File: src/rtl/wrbuf_pkg.sv
// Shared constants and types for the cache write-buffer controller.
package wrbuf_pkg;
    localparam int DEF_DEPTH  = 4;
    localparam int DEF_ADDR_W = 32;
    localparam int DEF_DATA_W = 64;

    localparam logic [1:0] SEL_D0   = 2'b00;
    localparam logic [1:0] SEL_D1   = 2'b01;
    localparam logic [1:0] SEL_D2   = 2'b10;
    localparam logic [1:0] SEL_IDLE = 2'b11;

    typedef enum logic {IDLE = 1'b0, BUSY = 1'b1} drain_state_t;

    // Next source index modulo 3.
    function automatic logic [1:0] rr_next(input logic [1:0] i);
        return (i == SEL_D2) ? SEL_D0 : i + 2'd1;
    endfunction
endpackage

File: src/rtl/wrbuf_rr_arb.sv
// 3-way round-robin arbiter; priority last+1, last+2, last. Grant/sel are combinational.
module wrbuf_rr_arb
    import wrbuf_pkg::*;
(
    input  logic       clk,
    input  logic       reset_n,
    input  logic [2:0] req,
    input  logic       en,
    output logic [2:0] grant,
    output logic [1:0] sel
);
    logic [1:0] last, p0, p1;
    logic [3:0] req_x;

    always_comb begin
        req_x = {1'b0, req};
        p0    = rr_next(last);
        p1    = rr_next(p0);
        sel   = SEL_IDLE;
        if (en) begin
            if (req_x[p0])        sel = p0;
            else if (req_x[p1])   sel = p1;
            else if (req_x[last]) sel = last;
        end
        grant = (sel == SEL_IDLE) ? 3'b000 : 3'(3'b001 << sel);
    end

    // Reset to d2 so d0 is first in line.
    always_ff @(posedge clk) begin
        if (!reset_n)              last <= SEL_D2;
        else if (sel != SEL_IDLE)  last <= sel;
    end
endmodule

File: src/rtl/wrbuf_ctrl.sv
// Write-buffer controller: arbitrates three sources into a FIFO and drains it to memory.
module wrbuf_ctrl
    import wrbuf_pkg::*;
#(
    parameter int DEPTH  = DEF_DEPTH,
    parameter int ADDR_W = DEF_ADDR_W,
    parameter int DATA_W = DEF_DATA_W
) (
    input  logic                       clk,
    input  logic                       reset_n,
    input  logic [2:0]                 req,
    input  logic [ADDR_W-1:0]          addr0,
    input  logic [ADDR_W-1:0]          addr1,
    input  logic [ADDR_W-1:0]          addr2,
    output logic [2:0]                 grant,
    output logic [1:0]                 WrBuf_sel,
    input  logic [DATA_W-1:0]          wrbuf_din,
    output logic                       full,
    output logic                       empty,
    output logic [$clog2(DEPTH):0]     count,
    output logic                       mem_req,
    output logic [ADDR_W-1:0]          mem_addr,
    output logic [DATA_W-1:0]          mem_data,
    input  logic                       mem_ack,
    input  logic                       flush,
    output logic                       flush_done
);
    localparam int PW = $clog2(DEPTH);
    localparam int CW = PW + 1;

    logic [ADDR_W-1:0] st_addr [DEPTH];
    logic [DATA_W-1:0] st_data [DEPTH];
    logic [PW-1:0]     wr_ptr, rd_ptr, rd_nxt;
    logic [CW-1:0]     count_nxt;
    logic [ADDR_W-1:0] push_addr, head_addr;
    logic [DATA_W-1:0] head_data;
    logic              push, pop, load, from_nxt, flush_seen;
    drain_state_t      state, state_nxt;

    wrbuf_rr_arb u_arb (
        .clk     (clk),
        .reset_n (reset_n),
        .req     (req),
        .en      (!full && !flush),
        .grant   (grant),
        .sel     (WrBuf_sel)
    );

    always_comb begin
        push = |grant;
        pop  = (state == BUSY) && mem_ack;
        case (WrBuf_sel)
            SEL_D0:  push_addr = addr0;
            SEL_D1:  push_addr = addr1;
            default: push_addr = addr2;
        endcase
        count_nxt = count + CW'(push) - CW'(pop);
        rd_nxt    = rd_ptr + PW'(1);
    end

    always_comb begin
        state_nxt = state;
        load      = 1'b0;
        from_nxt  = 1'b0;
        case (state)
            IDLE: if (count != '0) begin
                state_nxt = BUSY;
                load      = 1'b1;
            end
            BUSY: if (mem_ack) begin
                if (count_nxt != '0) begin
                    load     = 1'b1;
                    from_nxt = 1'b1;
                end else begin
                    state_nxt = IDLE;
                end
            end
            default: state_nxt = IDLE;
        endcase
    end

    // Back-to-back with a single stored entry: the next head is the one being pushed now.
    always_comb begin
        if (from_nxt && push && (wr_ptr == rd_nxt)) begin
            head_addr = push_addr;
            head_data = wrbuf_din;
        end else begin
            head_addr = st_addr[from_nxt ? rd_nxt : rd_ptr];
            head_data = st_data[from_nxt ? rd_nxt : rd_ptr];
        end
    end

    always_ff @(posedge clk) begin
        if (push) begin
            st_addr[wr_ptr] <= push_addr;
            st_data[wr_ptr] <= wrbuf_din;
        end
    end

    always_ff @(posedge clk) begin
        if (!reset_n) begin
            wr_ptr     <= '0;
            rd_ptr     <= '0;
            count      <= '0;
            full       <= 1'b0;
            empty      <= 1'b1;
            state      <= IDLE;
            mem_req    <= 1'b0;
            mem_addr   <= '0;
            mem_data   <= '0;
            flush_seen <= 1'b0;
            flush_done <= 1'b0;
        end else begin
            if (push) wr_ptr <= wr_ptr + PW'(1);
            if (pop)  rd_ptr <= rd_nxt;
            count   <= count_nxt;
            full    <= (count_nxt == CW'(DEPTH));
            empty   <= (count_nxt == '0);
            state   <= state_nxt;
            mem_req <= (state_nxt == BUSY);
            if (load) begin
                mem_addr <= head_addr;
                mem_data <= head_data;
            end
            // One pulse per flush assertion, on the first empty-and-idle edge.
            flush_done <= flush && !flush_seen && (state == IDLE) && (count == '0);
            flush_seen <= flush && (flush_seen || ((state == IDLE) && (count == '0)));
        end
    end
endmodule

File: config.mk
export PLATFORM = sky130hd
export DESIGN_NAME = wrbuf_ctrl
export DESIGN_NICKNAME = d
export VERILOG_FILES = /design/src/rtl/wrbuf_pkg.sv /design/src/rtl/wrbuf_rr_arb.sv /design/src/rtl/wrbuf_ctrl.sv
export SDC_FILE = /design/constraint.sdc
export NUM_CORES = 1
export LEC_CHECK = 0
export CORE_MARGIN = 3
export CORE_UTILIZATION = 30
export DETAILED_ROUTE_END_ITERATION = 6
export GPL_TIMING_DRIVEN = 0
export HOLD_SLACK_MARGIN = 0.08
export PLACE_DENSITY = 0.48
export SYNTH_ARGS = -nofsm -noshare
export SYNTH_HDL_FRONTEND = slang
export SYNTH_SLANG_ARGS = --single-unit
export TNS_END_PERCENT = 50
File: constraint.sdc
create_clock -name clk -period 4.3 [get_ports clk]
set_clock_uncertainty 0.05 [all_clocks]
set_input_delay 0.645 -clock clk [delete_from_list [all_inputs] [get_ports clk]]
set_output_delay 0.645 -clock clk [all_outputs]
set_load 0.01 [all_outputs]
==> results of run 1 <==
==> worst reg2reg max path: stages (launching register included) <==
cell	delay, ns
dfxtp_1	0.39
a21boi_0	0.11
o31a_1	0.36
inv_1	0.14
ha_1	0.24
inv_1	0.05
ha_1	0.12
inv_1	0.05
fa_1	0.41
xor3_2	0.33
o21bai_4	0.24
xnor2_4	0.18
buf_4	0.20
buf_4	0.23
mux2_2	0.36
a22oi_1	0.21
a21oi_1	0.10
==> timing repair <==
action,CTS,global route
pin swaps,3,4
buffers inserted,5,8
setup endpoints to repair,96,94
gates resized for setup,51,38
==> cells in the mapped netlist, drive strengths merged, types with 9 or more instances <==
cell type,count,share of area
o21ai,39,0.011
and3,33,0.011
a21oi,38,0.0097
dfxtp,110,0.11
o31a,34,0.015
and2,10,0.0032
clkbuf,74,0.014
a211oi,32,0.012
edfxtp,384,0.59
inv,9,0.0017
a22oi,32,0.012
a31o,63,0.028
nand2,260,0.050
nor2,75,0.014
buf,34,0.011
mux2,64,0.037
a31oi,63,0.020
o221ai,63,0.028
==> per-stage QoR <==
step	cells	setup TNS, ns	power (mW)	setup slack, ns	area, sq um
final	2711	0	17.3	0.177	25700
after global routing	2710	-0.00901	18.2	-0.00901	25700
after CTS	2702	0	17.4	0.0116	25500
after detailed placement	2594	-155.20	12.7	-1.81	23600
after global placement	2587	-1222.97	12.6	-2.85	23400
after floorplan	1459	0	9.97	0.427	19600
==> state kept, by name, summed over array words and instances, names as in the netlist <==
register	flops
st_data	256
st_addr	128
mem_data	64
mem_addr	32
count	3
rd_ptr	2
u_arb.last	2
wr_ptr	2
empty	1
flush_done	1
flush_seen	1
full	1
state	1
==> power by group through the flow <==
stage                     clock network (mW)  logic [mW]  registers (mW)
after floorplan                            0        3.22            6.75
after global placement                     0        5.91            6.73
after detailed placement                   0        6.04            6.64
after CTS                               4.74        6.15            6.55
after global routing                    4.93        6.69            6.61
final                                   4.61        6.14            6.53
==> cells in the final DEF (no fill, tap or decap), types with 3 or more instances in the layout <==
cell	count
edfxtp_1	384
clkdlybuf4s50_1	273
nand2_1	260
dfxtp_1	110
nor2_1	73
mux2_2	64
o221ai_1	63
a31o_1	63
a31oi_1	63
clkbuf_16	55
clkbuf_1	49
o21ai_0	37
a21oi_1	37
clkbuf_2	36
o31a_1	34
and3_1	33
a211oi_1	32
a22oi_1	32
buf_4	20
buf_2	14
clkbuf_4	10
inv_1	9
buf_6	9
clkinv_2	9
clkbuf_8	8
nor2b_1	6
and2_1	6
clkinv_1	6
ha_1	6
buf_16	6
mux2i_1	5
and2_4	4
xnor2_1	4
bufinv_16	3
buf_12	3
==> logic make-up (layout without fill, tap and decap cells) <==
logic type | count (synthesis) | after routing | synth area share
AND/OR/NAND/NOR | 390 | 390 | 0.0816
other | 0 | 1 | 0
AO/OA/AOI/OAI | 372 | 372 | 0.140
adder cells (fa/ha/maj) | 7 | 7 | 0.00485
flip-flops | 494 | 494 | 0.700
multiplexers | 70 | 70 | 0.0404
buffers and inverters | 118 | 514 | 0.0274
XOR/XNOR | 8 | 8 | 0.00574
==> worst paths after layout <==
path / to / slack (ns) / startpoint / cells past startpoint
setup / recovery: grant[1] / 0.18 / flush / 9
hold / removal: flush_done / 0.38 / flush_seen / 1
setup reg to reg: mem_addr[9] / 0.38 / u_arb.last[1] / 16
hold reg to reg: flush_done / 0.38 / flush_seen / 1
==> layout make-up <==
type                       instances  area, sq um  share of cell area
timing repair buffer             293         3040               0.118
buffer                           108          607              0.0236
clock buffer                      82         1560              0.0607
tap                              855         1070              0.0417
antenna                            1         2.50           0.0000974
clock inverter                    21          239             0.00931
multi-input combinational        847         5390               0.210
inverter                          10         37.5             0.00146
sequential                       494        13700               0.535
==> routing by layer <==
| metal | routed length (microns) | part of all wire | global-route usage |
|---|---|---|---|
| met5 | 91 | 0.0015 | 0 |
| met2 | 29400 | 0.48 | 0.292 |
| met3 | 4030 | 0.066 | 0.0449 |
| met4 | 991 | 0.016 | 0.0366 |
| met1 | 26600 | 0.44 | 0.230 |
==> run summary, run 1 <==
Status: complete, no violations
Yosys cell types: 46
Final Hold Viols: 0
Layout cell share with drive strength beyond 1: 0.138
Pwr Density: 673 nW/um^2
Hold WC Path Type: reg2reg
Vias in the first global route: 13700
Clock share of power: 0.267
Clock network latency to the later pin of the worst-skew pair: 0.62 ns
Synthesized instance count: 1459
Final period util: 0.959
Via count: 13500
Worst path cell trace: clkdlybuf4s50_1 -> nor2_4 -> buf_4 -> and2_1 -> clkbuf_1 -> clkinv_1 -> clkbuf_1 -> a21oi_1 -> clkdlybuf4s50_1
Initial core utilization: 0.304
Worst vdd ir: 329 uV
Yosys Warn Count: 0
Syn_nets: 1633
Dominant synthesized flop cell: edfxtp_1
Synth Cell Area: 19600 sq um
Initial antenna violation count: 6
Rows: 93
Async SR Flop Fraction: 0
Post-DR wirelength/cell: 22.5 microns
Gr usage total: 0.175
Final WL: 61100 microns
Core area: 64600 sq um
Buffers added on ports: 273
CTS clk-pin slew, worst paths: 0.06 ns
# DRC: 0
RSZ-0062 raised after global routing: true
Number of DRC markers in iteration 0: 972
Seq/Total Area, Yosys: 0.700
Gate power share: 0.355
Switching share of power: 0.336
GPL Wtd Cong: 0.817
Root Driver: clkbuf_16
Worst rel slew slack: 0.289
CTS Hold Buffers Added: 0
Htree depth: 2
1st-pass router iterations: 5
Sequential fraction of design power: 0.378
Internal Power: 11.5 mW
Hold_ws: 0.382 ns
Gr ovfl total: 0
Largest net degree at the start of global routing: 50
CP max-delay cell: clkdlybuf4s50_1
Sw Pwr: 5.82 mW
Max-Cap Viols: 0
Post-synth EDFFs: 384
Num CTS Buffers: 55
Worst-case clock buffer depth: 3
CTS tree: yes
Final Setup Violations: 0
Fin. max-slew vios: 0
Final Critical Period: 4.12 ns
Kind of critical path: in2out
Die Y: 262 microns
Worst Setup Start Kind: input port
CP bufs+invs: 6
Synthesized flop and latch total: 494
Final core utilization: 0.398
Fill cell count: 6135
Worst path arrival time: 3.43 ns
Peak Freq: 243 MHz
Post-DP HPWL: 39600 microns
Global-route wire length before repair: 89100 microns
Chip Width: 262 microns
Pleak: 8.91 nW
Die area: 68500 sq um
CP Capture Type: output pin
P&R area growth vs syn: 30.9%
CP Max Fanout: 10
Layout Nets: 1983
Crit path max-delay family: buffers and inverters
Worst slew pin tran: 1.07 ns
Syn_area_per_cell: 13.4 sq um
Critical path data required time: 3.61 ns
Ports: 275
Post-DR vias/cell: 4.97
Critical Path Max Stage Delay: 0.56 ns
Antenna-violating nets left: 0
# clock sinks: 494
(Power assumes the default switching activity.)
==> run 2: changes to the inputs <==
--- a/config.mk
+++ b/config.mk
@@ -6,11 +6,11 @@
 export NUM_CORES = 1
 export LEC_CHECK = 0
 export CORE_MARGIN = 3
-export CORE_UTILIZATION = 30
+export CORE_UTILIZATION = 55
 export DETAILED_ROUTE_END_ITERATION = 6
 export GPL_TIMING_DRIVEN = 0
 export HOLD_SLACK_MARGIN = 0.08
-export PLACE_DENSITY = 0.48
+export PLACE_DENSITY = 0.79
 export SYNTH_ARGS = -nofsm -noshare
 export SYNTH_HDL_FRONTEND = slang
 export SYNTH_SLANG_ARGS = --single-unit
==> run summary, run 2 (same netlist as run 1, synthesis figures left out) <==
Buffers added on ports: 273
Die area: 38000 sq um
Chip Width: 195 microns
Placed cell count: 2191
Post-DR wirelength/cell: 22.9 microns
Final core utilization: 0.714
Gr ovfl total: 0
Ports: 275
Worst rel slew slack: 0.471
Worst slew pin tran: 0.793 ns
Final WS setup: 0.174 ns
Pleak: 8.77 nW
Layout cell share with drive strength beyond 1: 0.133
Final WL: 52500 microns
CP Max Fanout: 10
RSZ-0062 raised after global routing: false
Core area: 34900 sq um
Gr usage total: 0.267
Peak Freq: 242 MHz
Largest Register: st_data
Root Driver: clkbuf_16
Sequential fraction of design power: 0.393
Final Cell Area: 24900 sq um
P&R area growth vs syn: 26.9%
Number of DRC markers in iteration 0: 1173
Max reg flops: 256
CTS tree: yes
Gate power share: 0.356
Clock network latency to the later pin of the worst-skew pair: 0.54 ns
Post-DP HPWL: 33900 microns
Pwr Density: 672 nW/um^2
# DRC: 0
Worst-case clock buffer depth: 3
GPL Wtd Cong: 0.877
Max-Cap Viols: 0
Hold WC Path Type: reg2reg
Global-route wire length before repair: 79600 microns
Pre-CTS setup slack: -1.54 ns
Sw Pwr: 5.45 mW
Status: complete, no violations
Die Y: 195 microns
Largest net degree at the start of global routing: 57
1st-pass router iterations: 5
Internal Power: 11.3 mW
Most common cell after layout, fill and taps aside: edfxtp_1
CTS clk-pin slew, worst paths: 0.06 ns
Antenna-violating nets left: 0
N_diodes: 0
Worst vdd ir: 374 uV
Switching share of power: 0.326
Final Critical Period: 4.13 ns
Htree depth: 2
Initial antenna violation count: 2
Kind of critical path: in2reg
Layout Nets: 1974
Final Setup Violations: 0
Num CTS Buffers: 48
Post-DR vias/cell: 6.08
CP Capture Type: register
Rows: 68
Final Hold Viols: 0
Initial core utilization: 0.562
Critical path data required time: 4.72 ns
Final period util: 0.959
Commonest cells after routing, fill and taps aside: edfxtp_1, clkdlybuf4s50_1, nand2_1
Clock share of power: 0.251
Total power: 16.7 mW
# clock sinks: 494
Biggest regs: st_data x256, st_addr x128, mem_data x64
Fin. max-slew vios: 0
Fill cell count: 2335
Vias in the first global route: 14300
Worst path arrival time: 4.54 ns
Setup_tns: 0 ns
Placed Area: 23000 sq um
Hold_ws: 0.377 ns
Worst Setup Start Kind: input port
Final cell count without fillers: 2293
Via count: 13900
==> run 2: what timing repair did <==
| item | 4_1_cts | 5_1_grt |
|---|---|---|
| setup buffers | 7 | 9 |
| pin swaps | 3 | 4 |
| cloned | 0 | 0 |
| hold buffers | 0 | 0 |
| gates resized for setup | 46 | 49 |
| setup endpoints to repair | 96 | 94 |
==> run 2: area by class of cell <==
type,instances,area [sq um],area share
inverters,10,37.5,0.00151
repair buffers,293,2980,0.120
flip-flops and latches,494,13700,0.552
clock buffers,77,1460,0.0587
plain buffers,106,592,0.0238
multi-input cells,847,5390,0.216
clock inverters,11,131,0.00528
well taps,455,569,0.0229
==> run 2: final timing paths <==
kind                            startpoint            to  slack, ns  cells after the start
worst min-delay path            flush_seen    flush_done       0.38                      1
worst max-delay path                req[2]  mem_data[30]       0.17                     18
worst max register to register        full  mem_data[30]       0.41                     17
worst min register to register  flush_seen    flush_done       0.38                      1
==> run 2: worst max-delay path, stage by stage <==
cell	delay [ns]
clkdlybuf4s50_1	0.49
a21boi_0	0.19
o31a_1	0.25
inv_1	0.13
ha_1	0.30
inv_1	0.05
ha_1	0.12
inv_1	0.05
fa_1	0.56
nand2b_2	0.17
o21bai_4	0.24
xnor2_4	0.17
buf_4	0.18
buf_4	0.24
clkbuf_4	0.27
nand2_1	0.09
a31o_1	0.23
a31oi_1	0.16
==> run 2: per-layer routing <==
metal  wire [microns]  up-vias  global-route usage
met2            25900      719               0.460
met1            20200     6830               0.339
met3             4560      136              0.0555
met5               24        -                   0
met4             1790        4              0.0927
li1                 -     6255                   -
==> run 2: power groups by stage <==
stage	logic, mW	registers [mW]	clock network (mW)
finish	5.95	6.57	4.20
global route	6.39	6.63	4.43
CTS	5.82	6.56	4.23
detailed placement	5.69	6.64	0
global placement	5.47	6.70	0
floorplan	3.22	6.75	0
==> run 3: changes to the inputs <==
--- a/config.mk
+++ b/config.mk
@@ -14,4 +14,4 @@
 export SYNTH_ARGS = -nofsm -noshare
 export SYNTH_HDL_FRONTEND = slang
 export SYNTH_SLANG_ARGS = --single-unit
-export TNS_END_PERCENT = 50
+export TNS_END_PERCENT = 30
==> run summary, run 3 (same netlist as run 1, synthesis figures left out) <==
Status: complete, no violations
Crit path max-delay family: buffers and inverters
Storage element area: 13700 sq um
CP bufs+invs: 7
Total power: 16.7 mW
Final Cell Area: 24900 sq um
CP Max Fanout: 10
R2r setup slk: 0.43 ns
Fill cell count: 2336
CTS clk-pin slew, worst paths: 0.06 ns
Min-Delay Endpoint: flush_done
Pwr Density: 671 nW/um^2
Multi-input logic area: 5390 sq um
RSZ-0062 raised after global routing: false
1st-pass router iterations: 6
Max-Cap Viols: 0
# clock sinks: 494
Worst Setup Start Kind: input port
Kind of critical path: in2reg
P&R area growth vs syn: 26.9%
Gate power share: 0.356
Max reg flops: 256
GPL Wtd Cong: 0.877
Largest Register: st_data
Root Driver: clkbuf_16
Reg-to-reg startpoint: full
Worst path arrival time: 4.52 ns
Largest net degree at the start of global routing: 57
Worst rel slew slack: 0.466
Worst slew pin tran: 0.801 ns
Layout Nets: 1974
Pleak: 8.77 nW
CTS tree: yes
Sw Pwr: 5.45 mW
Htree depth: 2
Antenna-violating nets left: 0
Final Critical Period: 4.10 ns
Most common cell after layout, fill and taps aside: edfxtp_1
Via count: 13900
Hold Path Depth: 1
Post-DR wirelength/cell: 22.9 microns
Die Y: 195 microns
Num CTS Buffers: 48
Critical path data required time: 4.72 ns
Rows: 68
Placed Area: 23000 sq um
CP Capture Type: register
Hold_ws: 0.378 ns
Placed cell count: 2191
Worst vdd ir: 376 uV
Final period util: 0.954
Switching share of power: 0.326
Gr usage total: 0.267
Critical Path Max Stage Delay: 0.56 ns
Final Setup Violations: 0
Initial core utilization: 0.562
Setup_tns: 0 ns
# DRC: 0
Worst path cell trace: clkdlybuf4s50_1 -> a21boi_0 -> o31a_1 -> inv_1 -> ha_1 -> inv_1 -> ha_1 -> inv_1 -> fa_1 -> nand2b_2 -> o21bai_4 -> xnor2_4 -> buf_4 -> buf_4 -> clkbuf_4 -> nand2_1 -> a31o_1 -> a31oi_1
Die area: 38000 sq um
Biggest regs: st_data x256, st_addr x128, mem_data x64
CP max-delay cell: fa_1
Chip Width: 195 microns
Buffers added on ports: 273
Commonest cells after routing, fill and taps aside: edfxtp_1, clkdlybuf4s50_1, nand2_1
Ports: 275
Layout cell share with drive strength beyond 1: 0.133
R2R Path End: mem_data[30]
Final Hold Viols: 0
Hold Startpoint: flush_seen
CP dominant cell by count: inv_1
Post-DP HPWL: 33900 microns
Peak Freq: 244 MHz
Worst-case clock buffer depth: 3
Post-DR vias/cell: 6.08
Fin. max-slew vios: 0
Core area: 34900 sq um
Global-route wire length before repair: 79600 microns
Number of DRC markers in iteration 0: 1093
Clock share of power: 0.251
Reg2Reg Depth: 17
Internal Power: 11.3 mW
Hold WC Path Type: reg2reg
Final WL: 52500 microns
Clock network latency to the later pin of the worst-skew pair: 0.54 ns
CTS Hold Buffers Added: 0
Vias in the first global route: 14300
Final cell count without fillers: 2294
Initial antenna violation count: 2
Sequential fraction of design power: 0.393
Gr ovfl total: 0
-- run 3: cell types whose count changed in the layout (fill, tap and decap cells not counted) --
cell	before	now
diode_2	0	1
-- run 3: routing by layer --
layer | part of all wire | GRT usage | vias up
li1 | - | - | 6260
met1 | 0.38 | 0.339 | 6793
met2 | 0.50 | 0.460 | 748
met3 | 0.091 | 0.0548 | 135
met4 | 0.033 | 0.0924 | 4
met5 | 0.00046 | 0 | -
-- run 3: how the worst max path moves through the flow --
| stage | start | to | slack [ns] | depth (start not counted) |
|---|---|---|---|---|
| CTS | flush | mem_addr[24] | 0.01 | 17 |
| global placement | flush | st_data[3][19] | -2.23 | 4 |
| global route | req[1] | grant[1] | 0.05 | 9 |
| floorplan | flush | mem_addr[23] | 0.43 | 15 |
| finish | req[2] | mem_data[30] | 0.20 | 18 |
| detailed placement | flush | mem_data[10] | -1.54 | 17 |
-- run 3: layout make-up --
class                   instances  area share
inverters                      10     0.00151
plain buffers                 106      0.0238
diodes                          1    0.000101
repair buffers                293       0.120
well taps                     455      0.0229
clock inverters                11     0.00528
flip-flops and latches        494       0.552
clock buffers                  77      0.0587
multi-input cells             847       0.216
-- run 3: through the flow --
stage	utilization	setup WS, ns
floorplan	-	0.427
global placement	0.657	-2.23
detailed placement	0.660	-1.54
CTS	0.710	0.0141
global route	0.714	0.0516
finish	0.714	0.196
-- run 3: worst reg2reg max path: stages (launching register included) --
cell	delay, ns
dfxtp_1	0.35
nor2_4	0.19
o31a_1	0.28
inv_1	0.12
ha_1	0.30
inv_1	0.05
ha_1	0.12
inv_1	0.05
fa_1	0.56
nand2b_2	0.17
o21bai_4	0.24
xnor2_4	0.17
buf_4	0.18
buf_4	0.24
clkbuf_4	0.27
nand2_1	0.09
a31o_1	0.23
a31oi_1	0.15
-- run 3: power by group through the flow --
stage                     Combinational, mW  Sequential, mW  Clock (mW)
after floorplan                        3.22            6.75           0
after global placement                 5.47            6.70           0
after detailed placement               5.69            6.64           0
after CTS                              5.82            6.56        4.23
after global routing                   6.39            6.63        4.43
final                                  5.95            6.57        4.19
-- run 3: timing repair --
action	in CTS	in global routing
pin swaps	3	4
resized for setup	43	55
endpoints found under the setup margin	96	94
buffers inserted	7	9
